### config.mk
export PLATFORM = sky130hd
export DESIGN_NAME = fifo_wr_arbiter
export DESIGN_NICKNAME = d
export VERILOG_FILES = /design/src/rtl/fifo_wr_arbiter_pkg.sv /design/src/rtl/fifo_wr_arbiter_rr_arb_pick.sv /design/src/rtl/fifo_wr_arbiter.sv
export SDC_FILE = /design/constraint.sdc
export NUM_CORES = 1
export LEC_CHECK = 0
export CAP_MARGIN = 20
export CORE_ASPECT_RATIO = 0.9
export CORE_MARGIN = 1
export CORE_UTILIZATION = 36
export DETAILED_ROUTE_END_ITERATION = 8
export PLACE_DENSITY = 0.9
export SLEW_MARGIN = 5
export SYNTH_ARGS = -nofsm -noshare
export SYNTH_HDL_FRONTEND = slang
export SYNTH_HIERARCHICAL = 1
export SYNTH_SLANG_ARGS = --single-unit
export TNS_END_PERCENT = 100
### constraint.sdc
create_clock -name clk -period 2.7 [get_ports clk]
set_input_delay 0.54 -clock clk [delete_from_list [all_inputs] [get_ports clk]]
set_output_delay 0.54 -clock clk [all_outputs]
set_load 0.1 [all_outputs]
### src/rtl/fifo_wr_arbiter_pkg.sv
// ---------------------------------------------------------------------------
// fifo_wr_arbiter_pkg
// Shared defaults for the fifo write-side arbiter and for the site that
// instantiates the fifo behind it, so both agree on word width and requester
// count.
//   DEF_N   : default number of requesters
//   DEF_B   : default data word width (must match the fifo's B)
//   DEF_IDW : default requester index width, derived from DEF_N
//   clog2() : ceiling log2, used to derive index widths
// ---------------------------------------------------------------------------
package fifo_wr_arbiter_pkg;

  // Ceiling log2 with a floor of 1 so a 1-bit index is still legal.
  function automatic int clog2(input int value);
    int result;
    result = 0;
    while ((1 << result) < value) begin
      result = result + 1;
    end
    if (result < 1) begin
      result = 1;
    end
    return result;
  endfunction

  localparam int DEF_N   = 4;
  localparam int DEF_B   = 8;
  localparam int DEF_IDW = clog2(DEF_N);

endpackage

### src/rtl/fifo_wr_arbiter_rr_arb_pick.sv
// ---------------------------------------------------------------------------
// rr_arb_pick
// Purely combinational round-robin search. Starting at rr_ptr_i and wrapping
// modulo N, returns the index of the first asserted request.
//   req_i     [N]   : request vector
//   rr_ptr_i  [IDW] : highest-priority index this cycle (always < N)
//   grant_o   [IDW] : chosen index (0 when no request is present)
//   any_req_o       : at least one request is asserted
// ---------------------------------------------------------------------------
module rr_arb_pick
  import fifo_wr_arbiter_pkg::*;
#(
  parameter int N   = DEF_N,
  parameter int IDW = clog2(N)
) (
  input  logic [N-1:0]   req_i,
  input  logic [IDW-1:0] rr_ptr_i,
  output logic [IDW-1:0] grant_o,
  output logic           any_req_o
);

  logic found;

  assign any_req_o = |req_i;

  // Walk the N positions starting at the pointer. The index is wrapped by a
  // single subtraction, which is enough because the pointer never reaches N.
  always_comb begin
    int idx;
    idx     = 0;
    found   = 1'b0;
    grant_o = '0;
    for (int k = 0; k < N; k++) begin
      idx = int'(rr_ptr_i) + k;
      if (idx >= N) begin
        idx = idx - N;
      end
      if (!found && req_i[idx]) begin
        found   = 1'b1;
        grant_o = IDW'(idx);
      end
    end
  end

endmodule

### src/rtl/fifo_wr_arbiter.sv
// ---------------------------------------------------------------------------
// fifo_wr_arbiter
// Shares the single write port of one fifo between N producers using
// round-robin arbitration, with a one-word output stage in front of the fifo.
// The stage only drains while the fifo is not full, so the fifo is never
// written while full.
//   clk            : clock
//   reset          : asynchronous active-high reset
//   en_i           : arbitration enable (stage still drains when low)
//   req_i [N]      : requester i holds a valid word
//   req_data_i     : requester i's word in req_data_i[i*B +: B]
//   ack_o [N]      : one-hot, combinational; word of requester i captured
//   fifo_full_i    : fifo full flag
//   fifo_of_i      : fifo overflow flag
//   fifo_wr_o      : fifo write strobe
//   fifo_w_data_o  : fifo write data (stage contents)
//   busy_o         : stage holds a word
//   last_grant_o   : index of the most recently granted requester
//   err_o          : sticky, set when an overflow was ever observed
// ---------------------------------------------------------------------------
module fifo_wr_arbiter
  import fifo_wr_arbiter_pkg::*;
#(
  parameter int N   = DEF_N,
  parameter int IDW = clog2(N),
  parameter int B   = DEF_B
) (
  input  logic           clk,
  input  logic           reset,
  input  logic           en_i,
  input  logic [N-1:0]   req_i,
  input  logic [N*B-1:0] req_data_i,
  output logic [N-1:0]   ack_o,
  input  logic           fifo_full_i,
  input  logic           fifo_of_i,
  output logic           fifo_wr_o,
  output logic [B-1:0]   fifo_w_data_o,
  output logic           busy_o,
  output logic [IDW-1:0] last_grant_o,
  output logic           err_o
);

  logic           stage_v_q,    stage_v_d;
  logic [B-1:0]   stage_d_q,    stage_d_d;
  logic [IDW-1:0] rr_ptr_q,     rr_ptr_d;
  logic [IDW-1:0] last_grant_q, last_grant_d;
  logic           err_q,        err_d;

  logic [IDW-1:0] grant;
  logic           any_req;
  logic           accept;

  rr_arb_pick #(
    .N   (N),
    .IDW (IDW)
  ) u_pick (
    .req_i     (req_i),
    .rr_ptr_i  (rr_ptr_q),
    .grant_o   (grant),
    .any_req_o (any_req)
  );

  assign fifo_wr_o     = stage_v_q & ~fifo_full_i;
  assign fifo_w_data_o = stage_d_q;
  assign busy_o        = stage_v_q;
  assign last_grant_o  = last_grant_q;
  assign err_o         = err_q;

  // A new word can enter when the stage is empty or is being written to the
  // fifo this same cycle, which sustains one word per cycle.
  assign accept = en_i & any_req & (~stage_v_q | fifo_wr_o);

  always_comb begin
    ack_o = '0;
    if (accept) begin
      ack_o[grant] = 1'b1;
    end
  end

  // Next-state logic. On accept the stage is refilled and the pointer moves
  // just past the winner, wrapping explicitly so it never reaches N even when
  // N is not a power of two. Without accept a drain simply empties the stage.
  always_comb begin
    stage_v_d    = stage_v_q;
    stage_d_d    = stage_d_q;
    rr_ptr_d     = rr_ptr_q;
    last_grant_d = last_grant_q;
    err_d        = err_q | fifo_of_i;
    if (accept) begin
      stage_v_d    = 1'b1;
      stage_d_d    = req_data_i[grant*B +: B];
      last_grant_d = grant;
      rr_ptr_d     = (grant == IDW'(N-1)) ? '0 : grant + 1'b1;
    end else if (fifo_wr_o) begin
      stage_v_d = 1'b0;
    end
  end

  // Asynchronous reset flushes the stage; a word acked but not yet written
  // is intentionally discarded.
  always_ff @(posedge clk or posedge reset) begin
    if (reset) begin
      stage_v_q    <= 1'b0;
      stage_d_q    <= '0;
      rr_ptr_q     <= '0;
      last_grant_q <= '0;
      err_q        <= 1'b0;
    end else begin
      stage_v_q    <= stage_v_d;
      stage_d_q    <= stage_d_d;
      rr_ptr_q     <= rr_ptr_d;
      last_grant_q <= last_grant_d;
      err_q        <= err_d;
    end
  end

endmodule

# After elaboration in Yosys (flattened, before gate mapping)
# Index checks and enable logic that the tools add are counted.
# word_totals
ram_bits	0
reg_bits	14
mem_count	0
mem_bits_ro	0
latchBits	0
word_cells	70
input_bits	41
out_inout_bits	17
# classes
n_bitwise	7
n_div	0
n_addsub	8
muxes	29
magnitude_cmp	10
mul	0
eq_ne	1
shifts	1
n_reduce_logical	9
# op_table
operator	count
less-than comparator 32 x 4 -> 1 bit (second input constant)	4
two-way mux 32 bit	4
greater-or-equal comparator 32 x 4 -> 1 bit (second input constant)	3
subtractor 32 x 4 -> 32 bit (second input constant)	3
indexed part select 32 x 6 -> 8 bit	1
two-way mux 1 bit	14
two-way mux 2 bit	5
binary-select mux 1 bit (select 2 bit)	4
adder 2 x 2 -> 3 bit (second input constant)	2
logical AND 1 bit	4
two-way mux 4 bit	1
OR reduction 4 bit	1
subtractor 2 x 3 -> 4 bit (second input constant)	1
adder 2 x 1 -> 3 bit (second input constant)	1
AND 1 bit	3
greater-or-equal comparator 2 x 3 -> 1 bit (second input constant)	1
logical NOT 1 bit	3
less-than comparator 2 x 3 -> 1 bit (second input constant)	1
adder 2 x 1 -> 2 bit (second input constant)	1
demux 1 bit (select 2 bit)	1
equality test 2 bit (second input constant)	1
greater-or-equal comparator 2 x 1 -> 1 bit (second input constant)	1
inverter 1 bit	2
bitwise OR 1 bit	2
nonzero test 2 bit	1

# Longest topological paths before layout
# Gate-level depths: netlist of run 1.
# logic_depth
depth_word	20
depth_mapped	7
mapped_depth_nobuf	6

# By module
# The synthesis of run 1 kept the hierarchy.
# by_module_without_submodules
mod	seq_area_each_um2	instances	cells_per_inst	area_per_inst_um2
fifo_wr_arbiter	350.3	1	55	840.8
rr_arb_pick	0.0	1	15	77.6

# Worst setup path before layout of run 1
# OpenSTA, ideal clock, no wires.
# synth_path
path_kind	flip-flop to output port
startpoint	reg stage_v_q (netlist: busy_o)
endpoint	out fifo_wr_o
slack_ps	-230
arrival_ps	2390
path_buffers	0
path_stages_with_launch	2
required_time_ps	2160
path_cell_list	dfrtp_1 -> nor2b_1
# synth_via
elab_chain_cells	1
# synth_rtl
item	line_no	text
from (decl)	fifo_wr_arbiter.sv:43	logic stage_v_q, stage_v_d;
from (signal assigned)	fifo_wr_arbiter.sv:109	stage_v_q <= stage_v_d;
AND 1 bit	fifo_wr_arbiter.sv:63	assign fifo_wr_o = stage_v_q & ~fifo_full_i;
to (decl)	fifo_wr_arbiter.sv:36	output logic fifo_wr_o,
# Every way passes these cells.

# Final worst setup path of run 1
# layout_path
startpoint	in req_i[3]
endpoint	out ack_o[1]
# layout_via
elab_chain_cells	18
elab_cells_between_ends	34
cone_classes	2 x order compare; 22 x mux; 2 x bitwise; 8 x reduce/logical
# layout_rtl
item	line_no	text
from (decl)	fifo_wr_arbiter.sv:31	input logic [N-1:0] req_i,
binary-select mux 1 bit (select 2 bit)	fifo_wr_arbiter_rr_arb_pick.sv:38	if (!found && req_i[idx]) begin
two-way mux 1 bit (not written as such) (2 in a row)	fifo_wr_arbiter_rr_arb_pick.sv:38	
two-way mux 1 bit	fifo_wr_arbiter_rr_arb_pick.sv:38	
logical NOT 1 bit	fifo_wr_arbiter_rr_arb_pick.sv:38	
logical AND 1 bit	fifo_wr_arbiter_rr_arb_pick.sv:38	
two-way mux 1 bit	fifo_wr_arbiter_rr_arb_pick.sv:38	
logical NOT 1 bit	fifo_wr_arbiter_rr_arb_pick.sv:38	
logical AND 1 bit	fifo_wr_arbiter_rr_arb_pick.sv:38	
[... 2 more ...]	n/a	
logical AND 1 bit	fifo_wr_arbiter_rr_arb_pick.sv:38	
two-way mux 2 bit *	fifo_wr_arbiter_rr_arb_pick.sv:38	
via grant[0]	fifo_wr_arbiter.sv:49	logic [IDW-1:0] grant;
less-than comparator 2 x 3 -> 1 bit (not written as such) / greater-or-equal comparator 2 x 1 -> 1 bit (equally long branches)	fifo_wr_arbiter.sv:76	ack_o[grant] = 1'b1;
logical AND 1 bit (not written as such)	fifo_wr_arbiter.sv:76	
two-way mux 1 bit (not written as such)	fifo_wr_arbiter.sv:76	
demux 1 bit (select 2 bit) *	fifo_wr_arbiter.sv:76	
two-way mux 4 bit *	fifo_wr_arbiter.sv:75	if (accept) begin
to (decl)	fifo_wr_arbiter.sv:33	output logic [N-1:0] ack_o,
# Mark *: on every way through the listed nets, which the timed path passes. The rest lies on a longest branch. The select of a mux whose other input is x is not followed.

==> out/results.ini, run 1 <==
[outcome]
status = finished clean

[pwr]
p_leak_nw = 0.743
peakVddDrop_v = 0.00121
power.density_mw_per_mm2 = 1170

[min_path]
hp-class = reg -> reg
hold_path_startpoint = err_o

[timing]
period_needed_ns = 2.64
hold_viol_final = 0
fin_hold_ws_ns = 0.493
clock_skew_ns = 0.00555
setup_slack_ns = 0.0645
period_share_pct = 97.6
slew_headroom_pct = 62.9
fmax_ghz = 0.379
maxSlewViolCount = 0
setup_viol = 0
tightest_slew_ns = 0.556

[die]
die_area_sq_mm = 0.00276
dieHeight_um = 49.9
start_util_pct = 40.2
rows = 16
coreArea_sq_mm = 0.00228
die_w_um = 55.2
pin_count = 58

[setup_path]
r2r_setup_slack_ns = 0.35
endpoint_kind = output port
worstRegToRegCells = 9
crit_fanout = 4
worstPathArrival_ns = 2.10
cp-endpoint = ack_o[1]
timing.rr.end = fifo_w_data_o[0]
required_ns = 2.16
worstSetupStartpointType = primary input
critPathKind = in -> out
r2r_start = rr_ptr_q[0]
timing.critical_path.from = req_i[3]

[place]
io_buffers = 57
gp_congestion = 0.804
place_hpwl_um = 2250
dp_slack_ns = -0.207

[detailed_routing]
wl_met2_um = 1530
routed-wl-met3_um = 284
drt-met1-wl_um = 1050
top_layer = met4
drtIter0Drc = 23
vias_per_cell = 5.37
wl_per_cell_um = 17.6
first_pass_iters = 6
routed_wl_um = 2930
drc = 0
num_vias = 891
ant_nets = 0

[finish]
nNetsFinal = 185
fillers = 139
post-route-util_pct = 72.4
n_antenna_cell = 0
drive_gt1_share_pct = 43.9
area_growth_pct = 80.0

[synthesis]
syn_area_sq_um = 918
synthCells = 70
ys_warn_count = 6
synth.avg_cell_area_sq_um = 13.1
synthDistinctLibCells = 23
yosysSeqAreaShare_pct = 38.1
syn_nets = 115
ys_ff_latch = 14

[clock_tree]
cts_buffers = 3
clock_latency_ns = 0.29
numClockSinks = 14
cts-root-buf = clkbuf_4
tritoncts = built
clockBufferDepth = 2
ctsHtreeMaxLevel = 1
clk_pin_slew_ns = 0.10

[global_routing]
grt.total_usage_pct = 23.4
antenna_found_initial = 0
grt_pass1_vias = 946
grt_max_degree = 15
grt_first_pass_wirelength_um = 4790
overflow = 0

[run]
cap_violations = 0

-- how the worst min path moves through the flow --
stage	end	cells past startpoint
final	err_o	1
after global routing	err_o	1
after CTS	err_o	1
after detailed placement	err_o	1
after global placement	err_o	1
after floorplan	busy_o	1
-- cells by family after synthesis --
kind of cell,Yosys count,synth area share [%]
muxes,20,37.6
adders and majority gates,4,5.45
and+or+nand+nor,13,7.36
buffers and inverters,11,5.72
AOI/OAI and AO/OA,8,5.72
DFF,14,38.1
-- report_power, final --
group          internal, mW  switching (mW)  leakage, nW  total, mW
combinational         0.505           0.900        0.561       1.41
clock                0.0821          0.0778       0.0210      0.160
sequential            0.302          0.0699        0.161      0.372
-- repair_timing --
| item | in CTS | in global routing |
|---|---|---|
| hold endpoints to repair | 0 | 0 |
| hold buffers | 0 | 0 |
| setup buffers | 3 | 0 |
| endpoints found under the setup margin | 4 | 3 |
| resized for setup | 3 | 2 |
-- cell usage in the layout, fill, tap and decap left out, types with 2 or more instances in the layout --
| cell type | synthesis | layout |
|---|---|---|
| inv_1 | 7 | 7 |
| clkdlybuf4s50_1 | 0 | 37 |
| nand2_1 | 3 | 3 |
| a21oi_1 | 4 | 3 |
| buf_4 | 1 | 23 |
| mux2_2 | 5 | 5 |
| clkbuf_4 | 0 | 3 |
| dfrtp_1 | 14 | 14 |
| ha_1 | 4 | 4 |
| mux2_4 | 7 | 7 |
| and2_2 | 0 | 4 |
| buf_12 | 0 | 5 |
| mux4_2 | 7 | 7 |
| a21oi_2 | 1 | 2 |
| nor2_1 | 2 | 2 |
| dlygate4sd2_1 | 0 | 3 |
-- cell type report --
| class | instances | area [sq um] | share of cell area (%) |
|---|---|---|---|
| clock buffers | 4 | 36.3 | 2.20 |
| inverters | 8 | 30.0 | 1.82 |
| multi-input cells | 45 | 533 | 32.2 |
| flip-flops and latches | 14 | 350 | 21.2 |
| well taps | 27 | 33.8 | 2.04 |
| repair buffers | 68 | 669 | 40.5 |
-- flip-flops by register name, summed over array words and instances, names as in the netlist --
register / count
last_grant_o: 2
rr_ptr_q: 2
fifo_w_data_o: 8
busy_o: 1
err_o: 1
-- per-layer routing --
| layer | vias up | global-route usage, % |
|---|---|---|
| met5 | - | 0 |
| met3 | 8 | 9.19 |
| met2 | 57 | 41.8 |
| met1 | 437 | 24.7 |
| li1 | 389 | - |
| met4 | 0 | 9.17 |
-- cell usage after synthesis --
cell type   n  area share, %
nor2b_1     1           0.68
mux4_1      1            2.9
clkbuf_1    1           0.41
o221ai_1    1           0.95
nand2_1     3            1.2
nand2b_1    1           0.68
o21ai_0     1           0.54
and2_1      4            2.7
inv_1       7            2.9
buf_6       1            1.2
a21oi_1     4            2.2
inv_2       1           0.41
mux4_2      7             17
dfrtp_1    14             38
mux2_4      7             11
a21oi_2     1           0.95
a221o_1     1            1.1
mux2_2      5            6.1
or2_2       1           0.68
buf_4       1           0.82
nor2_1      2           0.82
nand3_1     1           0.54
ha_1        4            5.4
-- worst max-delay path, stage by stage --
cell	delay, ns
clkdlybuf4s50_1	0.46
nor2_1	0.23
a21oi_2	0.04
buf_4	0.15
buf_4	0.13
ha_1	0.18
and2_2	0.19
buf_12	0.17
-- per-stage QoR --
step / TNS (ns) / area (sq um) / std cells / total power, mW
finish: 0 / 1650 / 166 / 1.94
global placement: -0.860 / 1590 / 159 / 1.71
global route: -0.0731 / 1650 / 166 / 2.02
floorplan: 0 / 926 / 70 / 1.37
CTS: 0 / 1640 / 166 / 1.93
detailed placement: -1.21 / 1590 / 159 / 1.74
Note: power is estimated with default switching activity, not from simulation.
==> run 2: changes to the inputs <==
- clock period: 2.7 -> 2.6 ns (I/O delays scaled with it)
==> out/results.ini, run 2 (synthesized netlist as in run 1, its figures left out) <==
[outcome]
status = finished clean

[setup_path]
worstPathArrival_ns = 1.97
slowest_stage = dfrtp_1
required_ns = 2.08
crit_chain = inv_2, a221o_1, a21oi_2, buf_4, inv_1, ha_1, and2_2, buf_12
endpoint_kind = output port
worst_path_largest_cell_delay_ns = 0.46
worstRegToRegCells = 9
path_depth = 8
crit_fanout = 5
crit_family = flip-flops
critPathKind = reg -> out
worstSetupStartpointType = register
cp_num_buf_inv = 4

[place]
dp_slack_ns = -0.268
io_buffers = 57
gp_congestion = 0.801
place_inst = 160
place_hpwl_um = 2270

[pwr]
total_power_mw = 2.01
combPwrFrac_pct = 72.7
pwr-share-seq_pct = 19.3
p_switching_mw = 1.09
clockPowerShare_pct = 7.9
cellInternalPower_mw = 0.916
power.density_mw_per_mm2 = 1220
p_leak_nw = 0.751
peakVddDrop_v = 0.000936
p_sw_share_pct = 54.4

[timing]
finalSetupTns_ns = 0
maxSlewViolCount = 0
clock_skew_ns = 0.000772
period_needed_ns = 2.49
period_share_pct = 95.8
setup_viol = 0
fmax_ghz = 0.402
setup_slack_ns = 0.109
rsz0062_at_grt = false
hold_viol_final = 0
tightest_slew_ns = 0.546
slew_headroom_pct = 63.6
fin_hold_ws_ns = 0.501

[global_routing]
overflow = 0
antenna_found_initial = 0
grt_max_degree = 15
grt_pass1_vias = 890
grt.total_usage_pct = 21.8
grt_first_pass_wirelength_um = 4510

[detailed_routing]
first_pass_iters = 4
drc = 0
vias_per_cell = 5.08
drtIter0Drc = 27
wl_per_cell_um = 17.1
routed_wl_um = 2830
ant_nets = 0
num_vias = 844

[die]
start_util_pct = 40.2
rows = 16
die_area_sq_mm = 0.00276
coreArea_sq_mm = 0.00228
die_w_um = 55.2
pin_count = 58
dieHeight_um = 49.9

[finish]
area_growth_pct = 79.8
largest_reg_flops = 8
n_antenna_cell = 0
fillers = 158
final_cells = 166
final_common_cell = clkdlybuf4s50_1
final_cell_mix = clkdlybuf4s50_1, buf_4, dfrtp_1
nNetsFinal = 185
drive_gt1_share_pct = 44.6

[clock_tree]
tritoncts = built
cts_buffers = 3
clock_latency_ns = 0.28
clk_pin_slew_ns = 0.09
clockBufferDepth = 2
ctsHtreeMaxLevel = 1
cts_hold_buf = 0
cts-root-buf = clkbuf_4
numClockSinks = 14

[min_path]
hp-class = reg -> reg
hold_depth = 1

[run]
cap_violations = 0

## run 2: area by class of cell
| class | instances | area, sq um | share of cell area [%] |
|---|---|---|---|
| sequential | 14 | 350 | 21.2 |
| timing repair buffer | 68 | 668 | 40.5 |
| inverter | 8 | 30.0 | 1.82 |
| multi-input combinational | 45 | 533 | 32.3 |
| clock buffer | 4 | 36.3 | 2.20 |
| tap | 27 | 33.8 | 2.05 |
## run 2: power by group through the flow
stage,Clock (mW),Sequential (mW),Combinational (mW)
after global placement,0,0.379,1.40
after global routing,0.175,0.399,1.51
after CTS,0.166,0.384,1.44
after detailed placement,0,0.392,1.43
final,0.159,0.388,1.46
after floorplan,0,0.964,0.462
## run 2: per-layer routing
| layer | global-route usage, % | part of all wire (%) |
|---|---|---|
| met5 | 0 | 0 |
| met4 | 5.00 | 0.60 |
| met3 | 6.56 | 7.4 |
| met2 | 37.6 | 48 |
| met1 | 26.9 | 44 |
## run 2: path summary, 6_finish.rpt
kind                             start                to  slack, ns
setup / recovery           rr_ptr_q[0]          ack_o[0]       0.11
hold / removal                   err_o             err_o       0.50
setup reg to reg           rr_ptr_q[0]  fifo_w_data_o[0]       0.17
hold reg to reg                  err_o             err_o       0.50
max in group asynchronous        reset       rr_ptr_q[1]       1.67
min in group asynchronous        reset             err_o       0.58
## run 2: metrics by stage
step	instance area, sq um	util (%)
after floorplan	926	-
after global placement	1600	69.9
after detailed placement	1600	69.9
after CTS	1640	71.7
after global routing	1650	72.4
final	1650	72.4
## run 2: repair_timing
action / CTS / global route
gates resized for setup: 3 / 5
buffers inserted: 1 / 1
endpoints found under the setup margin: 4 / 2
pin swaps: 1 / 0
endpoints found under the hold margin: 0 / 0
